`src/rtl/btcoin_pwr_seq.sv`:
```
// -----------------------------------------------------------------------------
// btcoin_pwr_seq
//
// Power-management sequencer placed in front of the bitcoin hashing core.
// Power-down order: isolate, save retention state, staggered domain sleep.
// Power-up runs the reverse. Upstream data_valid is gated whenever the core
// is not fully active.
//
// Ports
//   clk                clock, all state on rising edge
//   reset              asynchronous, active-low reset
//   lp_req             level request: 1 = low power, 0 = active
//   data_valid_in      upstream valid qualifier
//   power_ack_signals  [NUM_SLEEP-1:0] sleep acks,
//                      [NUM_SLEEP+1:NUM_SLEEP] isolation acks,
//                      [NUM_SLEEP+2] retention ack
//   data_valid         gated valid to the core (combinational)
//   lp_enable          low-power indicator (registered)
//   sleep_signals      per-domain sleep, 1 = off (registered)
//   isolation_signals  isolation enables (registered)
//   retention_signals  [0] save, [1] restore (registered)
//   pwr_state          current FSM state
//   pwr_busy           1 in any state other than ACTIVE
//   pwr_err            sticky ack-timeout flag, cleared only by reset
// -----------------------------------------------------------------------------
module btcoin_pwr_seq #(
    parameter int NUM_SLEEP   = 18,
    parameter int STAGGER     = 2,
    parameter int ACK_TIMEOUT = 64
) (
    input  logic                 clk,
    input  logic                 reset,
    input  logic                 lp_req,
    input  logic                 data_valid_in,
    input  logic [NUM_SLEEP+2:0] power_ack_signals,
    output logic                 data_valid,
    output logic                 lp_enable,
    output logic [NUM_SLEEP-1:0] sleep_signals,
    output logic [1:0]           isolation_signals,
    output logic [1:0]           retention_signals,
    output logic [2:0]           pwr_state,
    output logic                 pwr_busy,
    output logic                 pwr_err
);

    typedef enum logic [2:0] {
        ACTIVE    = 3'd0,
        ISO_ON    = 3'd1,
        SAVE      = 3'd2,
        SLEEP_ON  = 3'd3,
        OFF       = 3'd4,
        SLEEP_OFF = 3'd5,
        RESTORE   = 3'd6,
        ISO_OFF   = 3'd7
    } state_e;

    localparam int IDX_W = $clog2(NUM_SLEEP + 1);
    localparam int STG_W = $clog2(STAGGER + 1);
    localparam int TMO_W = $clog2(ACK_TIMEOUT + 1);

    localparam logic [IDX_W-1:0] IDX_DONE = IDX_W'(NUM_SLEEP);
    localparam logic [IDX_W-1:0] IDX_TOP  = IDX_W'(NUM_SLEEP - 1);
    localparam logic [STG_W-1:0] STG_LAST = STG_W'(STAGGER - 1);
    localparam logic [TMO_W-1:0] TMO_MAX  = TMO_W'(ACK_TIMEOUT);
    localparam logic [TMO_W-1:0] TMO_LAST = TMO_W'(ACK_TIMEOUT - 1);

    logic [NUM_SLEEP-1:0] ack_sleep;
    logic [1:0]           ack_iso;
    logic                 ack_ret;

    assign ack_sleep = power_ack_signals[NUM_SLEEP-1:0];
    assign ack_iso   = power_ack_signals[NUM_SLEEP+1:NUM_SLEEP];
    assign ack_ret   = power_ack_signals[NUM_SLEEP+2];

    state_e               state_q, state_d;
    logic [NUM_SLEEP-1:0] sleep_q, sleep_d;
    logic [1:0]           iso_q, iso_d;
    logic [1:0]           ret_q, ret_d;
    logic                 busy_q, busy_d;
    logic                 err_q, err_d;
    logic [IDX_W-1:0]     idx_q, idx_d;     // sleep bits changed so far
    logic [STG_W-1:0]     stg_q, stg_d;     // cycles since last sleep-bit change
    logic [TMO_W-1:0]     tmo_q, tmo_d;     // ack-wait cycles in current state
    logic                 phase_q, phase_d; // RESTORE: 0 = wait ack low, 1 = restore pulse
    logic                 waiting;          // this edge waited on an ack without exiting

    // NOTE: every variable gets a default before the case, so no path can
    // leave one unassigned and infer a latch.
    always_comb begin
        state_d = state_q;
        sleep_d = sleep_q;
        iso_d   = iso_q;
        ret_d   = ret_q;
        idx_d   = idx_q;
        stg_d   = stg_q;
        tmo_d   = tmo_q;
        phase_d = phase_q;
        err_d   = err_q;
        waiting = 1'b0;

        unique case (state_q)
            ACTIVE: begin
                sleep_d = '0;
                iso_d   = 2'b00;
                ret_d   = 2'b00;
                if (lp_req) begin
                    state_d = ISO_ON;
                    iso_d   = 2'b11;
                end
            end
            ISO_ON: begin
                if (ack_iso == 2'b11) begin
                    state_d  = SAVE;
                    ret_d[0] = 1'b1;
                end else begin
                    waiting = 1'b1;
                end
            end
            SAVE: begin
                if (ack_ret) begin
                    state_d    = SLEEP_ON;
                    ret_d[0]   = 1'b0;
                    sleep_d[0] = 1'b1;
                    idx_d      = IDX_W'(1);
                    stg_d      = '0;
                end else begin
                    waiting = 1'b1;
                end
            end
            SLEEP_ON: begin
                // Staggering phase does not count toward the ack timeout.
                if (idx_q != IDX_DONE) begin
                    if (stg_q == STG_LAST) begin
                        sleep_d[idx_q] = 1'b1;
                        idx_d          = idx_q + 1'b1;
                        stg_d          = '0;
                    end else begin
                        stg_d = stg_q + 1'b1;
                    end
                end else if (&ack_sleep) begin
                    state_d = OFF;
                end else begin
                    waiting = 1'b1;
                end
            end
            OFF: begin
                sleep_d = '1;
                iso_d   = 2'b11;
                if (!lp_req) begin
                    state_d          = SLEEP_OFF;
                    sleep_d[IDX_TOP] = 1'b0;
                    idx_d            = IDX_W'(1);
                    stg_d            = '0;
                end
            end
            SLEEP_OFF: begin
                // Domains wake in reverse order: top bit first.
                if (idx_q != IDX_DONE) begin
                    if (stg_q == STG_LAST) begin
                        sleep_d[IDX_TOP - idx_q] = 1'b0;
                        idx_d                    = idx_q + 1'b1;
                        stg_d                    = '0;
                    end else begin
                        stg_d = stg_q + 1'b1;
                    end
                end else if (ack_sleep == '0) begin
                    state_d = RESTORE;
                    phase_d = 1'b0;
                end else begin
                    waiting = 1'b1;
                end
            end
            RESTORE: begin
                // A stale save ack must drop before the restore pulse starts,
                // otherwise it would be mistaken for the restore ack.
                if (!phase_q) begin
                    if (!ack_ret) begin
                        phase_d  = 1'b1;
                        ret_d[1] = 1'b1;
                    end else begin
                        waiting = 1'b1;
                    end
                end else if (ack_ret) begin
                    phase_d  = 1'b0;
                    ret_d[1] = 1'b0;
                    state_d  = ISO_OFF;
                    iso_d    = 2'b00;
                end else begin
                    waiting = 1'b1;
                end
            end
            ISO_OFF: begin
                if (ack_iso == 2'b00) begin
                    state_d = ACTIVE;
                end else begin
                    waiting = 1'b1;
                end
            end
        endcase

        // Timeout counter restarts on each state entry and saturates.
        if (state_d != state_q) begin
            tmo_d = '0;
        end else if (waiting && (tmo_q != TMO_MAX)) begin
            tmo_d = tmo_q + 1'b1;
            if (tmo_q == TMO_LAST) begin
                err_d = 1'b1;
            end
        end

        busy_d = (state_d != ACTIVE);
    end

    // NOTE: sequential state uses non-blocking assignments so every flop
    // samples pre-edge values, independent of statement order.
    always_ff @(posedge clk or negedge reset) begin
        if (!reset) begin
            state_q <= ACTIVE;
            sleep_q <= '0;
            iso_q   <= 2'b00;
            ret_q   <= 2'b00;
            busy_q  <= 1'b0;
            err_q   <= 1'b0;
            idx_q   <= '0;
            stg_q   <= '0;
            tmo_q   <= '0;
            phase_q <= 1'b0;
        end else begin
            state_q <= state_d;
            sleep_q <= sleep_d;
            iso_q   <= iso_d;
            ret_q   <= ret_d;
            busy_q  <= busy_d;
            err_q   <= err_d;
            idx_q   <= idx_d;
            stg_q   <= stg_d;
            tmo_q   <= tmo_d;
            phase_q <= phase_d;
        end
    end

    assign pwr_state         = state_q;
    assign sleep_signals     = sleep_q;
    assign isolation_signals = iso_q;
    assign retention_signals = ret_q;
    assign lp_enable         = busy_q;
    assign pwr_busy          = busy_q;
    assign pwr_err           = err_q;
    assign data_valid        = data_valid_in & (state_q == ACTIVE);

endmodule

```
`config.mk`:
```
export PLATFORM = sky130hd
export DESIGN_NAME = btcoin_pwr_seq
export DESIGN_NICKNAME = d
export VERILOG_FILES = /design/src/rtl/btcoin_pwr_seq.sv
export SDC_FILE = /design/constraint.sdc
export NUM_CORES = 1
export LEC_CHECK = 0
export ABC_AREA = 1
export ABC_CLOCK_PERIOD_IN_PS = 2500
export BUFFER_PORTS_ARGS = -buffer_cell sky130_fd_sc_hd__buf_4
export CORE_ASPECT_RATIO = 1.5
export CORE_MARGIN = 2
export CORE_UTILIZATION = 50
export DETAILED_ROUTE_END_ITERATION = 16
export GPL_TIMING_DRIVEN = 0
export HOLD_SLACK_MARGIN = 0.08
export MAX_ROUTING_LAYER = met4
export PLACE_DENSITY = 0.85
export SLEW_MARGIN = 20
export SYNTH_ARGS = -nofsm -noshare
export SYNTH_HDL_FRONTEND = slang
export SYNTH_SLANG_ARGS = --single-unit
```
`constraint.sdc`:
```
create_clock -name clk -period 2.5 [get_ports clk]
set_input_delay 0.25 -clock clk [delete_from_list [all_inputs] [get_ports clk]]
set_output_delay 0.25 -clock clk [all_outputs]
set_load 0.1 [all_outputs]
```
==> results.toml, run 1 <==
[outcome]
status = "complete, no violations"

[die]
fp.coreArea_sq_mm = 0.00570
num_io_pins = 54
die_h_um = 97.2
start_util_pct = 50.8
num_rows = 34
dieArea_sq_mm = 0.00643
die_x_um = 66.1

[placement]
place_area_sq_mm = 0.00338
io_buffer_count = 53
placed_cells = 561
gp_congestion = 0.936
dp_hpwl_um = 5930

[synthesis]
synth_simple_gate_area_share_pct = 37.7
synth_common_cells = "109 x nand2_1, 55 x inv_1, 50 x nand3_1"
synthMostInstantiatedCell = "nand2_1"
synthMuxAreaShare_pct = 0
syn-num-nets = 471
synthCells = 436
synth_fa_ha_area_share_pct = 4.32
synthesis.area_sq_mm = 0.00290
synth_top_area_share_pct = 35.4
ys.flop_type = "dfrtp_1"
ys_types = 31
synth_seq_area_share_pct = 35.4
ys_seq_elements = 41
synth_area_leaders = "dfrtp_1 35%, nand2_1 14%, nand3_1 8.6%"
yosysTopAreaCell = "dfrtp_1"
ys_async_sr_fraction_pct = 100
synth_compound_area_share_pct = 11.7
synth_xor_area_share_pct = 0.907
synth_area_per_cell_sq_um = 6.64
ys_warn_count = 0
synth_enable_flop_cells = 0
synth_top_family_by_area = "simple AND/OR/NAND/NOR gates"

[timing]
max-slew-margin-rel_pct = 62.1
finalSetupViolations = 0
tightest_slew_ns = 0.564
layout_min_cycle_time_ns = 2.24
clock_skew_ns = 0.00638
slew_violations = 0
fin_crit_sh_pct = 89.7
fmax_mhz = 446
hold_ws_ns = 0.206
hold_viol_final = 0

[layout]
design_area_sq_mm = 0.00351
multiInputGateArea_sq_mm = 0.00159
n_antenna_cell = 0
syn2layout_area_growth_pct = 21.3
drive_gt1_share_pct = 17.5
regArea_sq_mm = 0.00103
instances_no_fill = 570
num-nets-final = 532
nFillCells = 558

[critical_path]
crit_fanout = 8
r2r-end = "tmo_q[4]"
arrival_ns = 2.44
max_stage_delay_ns = 0.42
cp_num_buf_inv = 3
cp_slowest_cell = "dfrtp_1"
crit_type = "flop to flop"
critPathTopFamily = "simple AND/OR/NAND/NOR gates"
r2r_start = "idx_q[0]"
worstPathRequired_ns = 2.69
cp-end-kind = "flop"
path_cells = "inv_1 -> ha_2 -> inv_1 -> nor2_2 -> inv_2 -> nor2_4 -> nand2_1 -> nand3_1 -> nand2_2 -> nor2_1 -> nand3_1 -> nand2_1 -> nor2_1"
r2r_setup_slack_ns = 0.26
r2r.worst_path.cells = 13
crit_path_start_kind = "flop"

[grt]
grt_antenna_before_repair = 0
grt_pass1_vias = 3039
grt_max_degree = 42
grt_pass1_wl_um = 13200
gr-total-overflow = 0
gr-usage-all-layers_pct = 26.4

[job]
maxCapViolCount = 0

[route]
wirelength_um = 7790
vias = 3164
dr.first_iter.drc_count = 281
dr.pass1.iters = 6
viasPerCell = 5.55
wl_per_cell_um = 13.7
postRouteAntennaNets = 0
drc = 0

[clock_network]
insertion_delay_ns = 0.30
cts.clk_slew.worst_paths_ns = 0.08
cts_max_level = 2
cts_buffers = 5
cts_setup_buffers = 0
cts_tree = "yes"
cts_buffer_depth = 2
root_buffer = "clkbuf_8"
cts_sinks = 41

[min_path]
hp-class = "input pin to flop"
hold_start = "power_ack_signals[20]"
hold-path-endpoint = "phase_q"
hold_path_depth = 2

[power_and_ir_drop]
powerDensity_mw_per_mm2 = 1370
ir_worst_vdd_mv = 1.24
p_leak_nw = 1.72
==> flip-flops by register name, summed over array words and instances, names as in the netlist <==
signal	count
sleep_signals	18
tmo_q	7
idx_q	5
pwr_state	3
retention_signals	2
stg_q	2
isolation_signals	1
lp_enable	1
phase_q	1
pwr_err	1
==> power by group <==
group / total (W) / internal [W] / switching, W
combinational: 0.00321 / 0.000747 / 0.00246
sequential: 0.00104 / 0.000854 / 0.000186
clock: 0.000570 / 0.000326 / 0.000244
total: 0.00482 / 0.00193 / 0.00289
==> per-layer routing <==
metal	track usage (%)	up-vias	part of all wire (%)
li1	-	1541	-
met1	27.7	1454	39
met2	46.8	132	53
met3	3.48	37	4.3
met4	13.2	0	4.2
met5	-	-	0
==> worst register-to-register path: stages (launching register included) <==
cell     delay (ns)
dfrtp_1        0.42
inv_1          0.14
ha_2           0.28
inv_1          0.15
nor2_2         0.24
inv_2          0.10
nor2_4         0.14
nand2_1        0.07
nand3_1        0.12
nand2_2        0.14
nor2_1         0.16
nand3_1        0.09
nand2_1        0.07
nor2_1         0.03
==> layout make-up <==
class	count	area share, %
Sequential cell	41	29.2
Clock inverter	1	0.855
Tap cell	72	2.56
Inverter	63	6.73
Buffer	9	1.46
Timing Repair Buffer	54	11.6
Multi-Input combinational cell	323	45.1
Clock buffer	7	2.46
==> layout by cell type, fill, tap and decap left out, types with 8 or more instances in the layout <==
cell type,n
nand2_1,109
dfrtp_1,41
o21ai_0,27
nor2_1,48
inv_2,8
ha_1,9
inv_1,55
nor3_1,11
o21ai_1,21
nand3_1,50
a21oi_1,9
nand4_1,12
buf_4,57
==> what timing repair did <==
action,4_1_cts,5_1_grt
hold endpoints to repair,41,0
gates resized for setup,0,1
setup endpoints to repair,0,4
hold buffers,1,0
==> worst max path at each step <==
stage                      start       end  depth (start not counted)
floorplan           pwr_state[2]  idx_q[3]                         11
global placement        idx_q[0]  tmo_q[4]                         13
detailed placement      idx_q[0]  tmo_q[4]                         13
CTS                     idx_q[0]  tmo_q[4]                         13
global route            idx_q[0]  tmo_q[4]                         13
finish                  idx_q[0]  tmo_q[4]                         13
==> cell families after synthesis <==
group | after synthesis
flops | 41
compound gates | 64
fa+ha+maj | 10
buf+inv | 72
simple gates | 246
xor+xnor | 3
==> stage by stage <==
step	utilization [%]	setup TNS, ns	setup WS (ns)	total power [W]
final	61.6	0	0.258	0.00482
after global routing	61.6	-0.0167	-0.0167	0.00514
after CTS	61.6	0	0.170	0.00481
after detailed placement	59.4	0	0.184	0.00423
after global placement	59.4	0	0.266	0.00419
after floorplan	-	0	0.0240	0.00350
(Power assumes the default switching activity.)
==> run 2: changes to the inputs <==
Settings changed: ABC_AREA 1 to default, ABC_CLOCK_PERIOD_IN_PS 2500 to default, CELL_PAD_IN_SITES_DETAIL_PLACEMENT from default to 1, CELL_PAD_IN_SITES_GLOBAL_PLACEMENT from default to 1, CORE_UTILIZATION 50 to 41, PLACE_DENSITY 0.85 to 0.92.
==> run 2 against run 1 <==
Synthesized cell count is 20% lower. Clock skew is 0.0022 ns higher. Clock power is 16% lower. Wire length is 19% higher. Setup slack worse by 0.19 ns. First-iteration DRC count is 37% lower. Sequential cell count stayed put. Total power is 24% lower. Count of clock-buffer cells in the layout is 2 lower. Critical endpoint is now sleep_signals[1]. Highest routed layer unchanged.
==> results.toml, run 2 <==
[clock_network]
insertion_delay_ns = 0.32
cts.clk_slew.worst_paths_ns = 0.09
cts_buffers = 5
cts_max_level = 2
root_buffer = "clkbuf_8"
cts_sinks = 41
cts_tree = "yes"
cts_buffer_depth = 2

[layout]
drive_gt1_share_pct = 24.3
num-nets-final = 446
n_antenna_cell = 0
largest_reg_flops = 18
regArea_sq_mm = 0.00103
multiInputGateArea_sq_mm = 0.00173
final_cell_mix = "56 x buf_4, 47 x nor2_1, 44 x o21ai_0"
layout.cells.most_common = "buf_4"
nFillCells = 843
syn2layout_area_growth_pct = 22.7
final_util_pct = 51.8
instances_no_fill = 490

[die]
die_h_um = 107
dieArea_sq_mm = 0.00775
die_x_um = 72.6
fp.coreArea_sq_mm = 0.00685
num_io_pins = 54
start_util_pct = 42.2
num_rows = 37

[placement]
dp_worst_setup_slack_ns = -0.152
io_buffer_count = 53
dp_hpwl_um = 6790
gp_congestion = 0.921
placed_cells = 480

[timing]
fin_ws_ns = 0.0707
slew_violations = 0
max-slew-margin-rel_pct = 50.0
fin_crit_sh_pct = 97.2
fmax_mhz = 412
tightest_slew_ns = 0.747
hold_viol_final = 0
finalSetupViolations = 0
hold_ws_ns = 0.209
layout_min_cycle_time_ns = 2.43
clock_skew_ns = 0.00855

[power_and_ir_drop]
cellInternalPower_w = 0.00164
swShare_pct = 55.0
pwr-share-seq_pct = 24.5
p_leak_nw = 1.56
clkPwrFrac_pct = 13.1
ir_worst_vdd_mv = 0.494
powerDensity_mw_per_mm2 = 1030
pwr-share-comb_pct = 62.4
power_switching_w = 0.00201

[critical_path]
cp-end-kind = "flop"
arrival_ns = 2.63
worstPathRequired_ns = 2.70
crit_fanout = 10
crit_type = "flop to flop"
crit_path_start_kind = "flop"

[job]
maxCapViolCount = 0

[synthesis]
synth_top_area_share_pct = 35.5
synthesis.area_sq_mm = 0.00289
ys.flop_type = "dfrtp_1"
synth_seq_area_share_pct = 35.5
synthCells = 349
synth_enable_flop_cells = 0
syn-num-nets = 384
synthMostInstantiatedCell = "nor2_1"
ys_warn_count = 0
ys_async_sr_fraction_pct = 100
synth_area_per_cell_sq_um = 8.28
synth_area_leaders = "dfrtp_1 35%, o21ai_0 7.8%, nor2_1 6.2%"
synth_common_cells = "48 x nor2_1, 45 x o21ai_0, 41 x dfrtp_1"
ys_types = 58
yosysTopAreaCell = "dfrtp_1"
ys_seq_elements = 41

[min_path]
hp-class = "input pin to flop"

[route]
vias = 3032
dr.first_iter.drc_count = 177
wl_per_cell_um = 19.0
wirelength_um = 9290
dr.pass1.iters = 4
drc = 0
viasPerCell = 6.19
postRouteAntennaNets = 0

[grt]
grt_antenna_before_repair = 0
grt_pass1_wl_um = 15300
gr-usage-all-layers_pct = 25.5
gr-total-overflow = 0
grt_pass1_vias = 3288
grt_max_degree = 42

[outcome]
status = "complete, no violations"
-- run 2: cell types whose count changed after synthesis, sizes merged, moves of 5 or more --
cell / delta
nand4: -7
xnor2: +6
clkbuf: +13
nor3: -6
nand3: -42
nand2: -90
inv: -53
a31oi: +14
a21oi: +25
nor4: +5
-- run 2: final cells by class --
class / count / share of cell area [%]
Clock buffer: 5 / 1.94
Sequential cell: 41 / 29.0
Multi-Input combinational cell: 276 / 48.7
Inverter: 10 / 1.06
Buffer: 22 / 4.16
Timing Repair Buffer: 55 / 11.7
Tap cell: 78 / 2.75
Clock inverter: 3 / 0.705
-- run 2: path summary, 6_finish.rpt --
path | startpoint | end | slack (ns) | cells after the start
worst max-delay path | idx_q[2] | sleep_signals[1] | 0.07 | 9
min in group asynchronous | reset | sleep_signals[9] | 0.45 | 2
worst min-delay path | power_ack_signals[20] | phase_q | 0.21 | 2
worst min register to register | pwr_err | pwr_err | 0.48 | 1
worst max register to register | idx_q[2] | sleep_signals[1] | 0.07 | 9
max in group asynchronous | reset | idx_q[0] | 1.64 | 2
-- run 2: logic make-up after synthesis --
family	after synthesis	share of synthesized area (%)
buffers and inverters	32	6.36
adder cells (fa/ha/maj)	10	4.33
XOR/XNOR	10	3.03
AO/OA/AOI/OAI	127	27.2
AND/OR/NAND/NOR	126	22.6
flip-flops	41	35.5
multiplexers	3	1.04
-- run 2: power groups by stage --
stage | Combinational, W | Clock (W) | Sequential [W]
floorplan | 0.00123 | 0 | 0.00124
finish | 0.00227 | 0.000476 | 0.000895
global route | 0.00243 | 0.000516 | 0.000905
global placement | 0.00209 | 0 | 0.000887
detailed placement | 0.00214 | 0 | 0.000896
CTS | 0.00217 | 0.000487 | 0.000886
-- run 2: through the flow --
step / instance area, sq um / total power [W] / setup TNS (ns)
after floorplan: 2890 / 0.00247 / 0
after global placement: 3390 / 0.00297 / -0.270
after detailed placement: 3390 / 0.00304 / -1.03
after CTS: 3490 / 0.00354 / -0.227
after global routing: 3550 / 0.00385 / -0.0936
final: 3550 / 0.00365 / 0
-- run 2: per-layer routing --
layer	share of wire (%)	vias to the layer above	global-route usage (%)
met1	38	1516	26.6
met3	3.3	24	3.29
li1	-	1395	-
met2	56	97	45.9
met5	0	-	-
met4	2.8	0	12.7
-- run 2: worst max-delay path, cell delays in order (launching register included) --
cell and delay, ns:
dfrtp_1 0.47, buf_2 0.23, inv_1 0.12, ha_2 0.24, nor2b_4 0.20, a21boi_0 0.19
nor3_2 0.41, a21oi_1 0.16, o21ai_0 0.20, o21ai_0 0.11
-- run 2: what timing repair did --
item / CTS / global route
pin swaps: 0 / 2
hold endpoints to repair: 41 / 0
hold buffers: 1 / 0
setup buffers: 0 / 1
endpoints found under the setup margin: 12 / 14
resized for setup: 2 / 12
==> run 3: changes to the inputs <==
Settings changed: PLACE_DENSITY 0.92 to default, PLACE_DENSITY_LB_ADDON from default to 0.1.
==> run 3 against run 2 <==
Critical path depth increased by 1. Setup slack improved by 0.079 ns. Cell count decreased by 0.20%.
==> results.toml, run 3 (synthesis results as in run 2) <==
[layout]
drive_gt1_share_pct = 23.8
n_antenna_cell = 0
largest_reg_flops = 18
design_area_sq_mm = 0.00353
syn2layout_area_growth_pct = 22.2
layout.cells.most_common = "buf_4"
final_util_pct = 51.6
nFillCells = 866
final_cell_mix = "55 x buf_4, 47 x nor2_1, 43 x o21ai_0"
num-nets-final = 445

[die]
die_h_um = 107
die_x_um = 72.6
fp.coreArea_sq_mm = 0.00685
num_io_pins = 54
start_util_pct = 42.2
num_rows = 37
dieArea_sq_mm = 0.00775

[clock_network]
cts_max_level = 2
cts.clk_slew.worst_paths_ns = 0.09
insertion_delay_ns = 0.32
cts_buffer_depth = 2
cts_tree = "yes"
cts_setup_buffers = 0
cts_sinks = 41
cts_buffers = 5
root_buffer = "clkbuf_8"

[critical_path]
cp-end-kind = "flop"
r2r.worst_path.cells = 10
crit_fanout = 10
r2r_setup_slack_ns = 0.15
crit_path_start_kind = "flop"
worstPathRequired_ns = 2.74
arrival_ns = 2.59
crit_type = "flop to flop"

[placement]
dp_hpwl_um = 6680
gp_congestion = 0.810
place_area_sq_mm = 0.00339
io_buffer_count = 53

[grt]
gr-max-usage-layer = "met2"
grt_pass1_wl_um = 15100
grt_antenna_before_repair = 0
grt_pass1_vias = 3149
gr-total-overflow = 0
grt_use_met2_pct = 46.6
grt_max_degree = 42
met3_usage_pct = 4.14
grt_use_met1_pct = 27.8
gr-usage-all-layers_pct = 25.7

[route]
wl_per_cell_um = 18.4
drc = 0
dr.pass1.iters = 4
dr.first_iter.drc_count = 112
wirelength_um = 8980
vias = 2926
postRouteAntennaNets = 0
viasPerCell = 5.98

[timing]
slew_violations = 0
max-slew-margin-rel_pct = 48.6
fin_crit_sh_pct = 94.0
hold_viol_final = 0
finalSetupTns_ns = 0
hold_ws_ns = 0.187
rsz0062_at_grt = "false"
tightest_slew_ns = 0.764
fmax_mhz = 425
clock_skew_ns = 0.00728
finalSetupViolations = 0
layout_min_cycle_time_ns = 2.35

[job]
maxCapViolCount = 0

[outcome]
status = "complete, no violations"

[power_and_ir_drop]
powerDensity_mw_per_mm2 = 1020
ir_worst_vdd_mv = 0.635
p_leak_nw = 1.55
power_w = 0.00361

[min_path]
hold_path_depth = 2
hp-class = "input pin to flop"
## run 3: stage by stage
step / instances / setup WS (ns)
after CTS: 489 / 0.00356
after global placement: 480 / -0.165
after detailed placement: 480 / -0.223
final: 489 / 0.150
after floorplan: 349 / 0.0303
after global routing: 489 / 0.0112
## run 3: layout make-up
class	instances	area, sq um	share of cell area (%)
multi-input combinational	276	1720	48.8
sequential	41	1030	29.1
buffer	22	153	4.32
tap	78	97.6	2.76
inverter	10	37.5	1.06
timing repair buffer	54	408	11.5
clock buffer	5	68.8	1.95
clock inverter	3	17.5	0.496
## run 3: final timing paths
path,startpoint,end
max,idx_q[0],sleep_signals[17]
max in group asynchronous,reset,idx_q[0]
min reg2reg,pwr_err,pwr_err
min,power_ack_signals[20],phase_q
min in group asynchronous,reset,sleep_signals[9]
max reg2reg,idx_q[0],sleep_signals[17]
## run 3: critical path, stage by stage (launching register included)
cell and delay (ns):
dfrtp_2 0.46, inv_1 0.10, ha_1 0.17, buf_6 0.16
and4bb_2 0.31, nor2_4 0.07, a21oi_1 0.26, a2bb2oi_4 0.29
clkbuf_4 0.27, o21ai_0 0.10, o21ai_0 0.08
## run 3: report_power, final
group / internal [W] / leakage (nW) / total, W / switching [W]
Combinational: 0.000660 / 0.964 / 0.00225 / 0.00159
Sequential: 0.000768 / 0.542 / 0.000888 / 0.000120
Clock: 0.000193 / 0.0439 / 0.000469 / 0.000276
Total: 0.00162 / 1.55 / 0.00361 / 0.00199
## run 3: timing repair
action	CTS	global route
pin swaps	0	1
setup endpoints to repair	12	15
gates resized for setup	4	13
cloned	0	0
hold buffers	1	0
hold endpoints to repair	41	0
## run 3: per-layer routing
layer  part of all wire (%)  routed length, um
met5                      0                  0
met2                     56               5000
met3                    2.8                253
met1                     40               3550
met4                    1.9                171
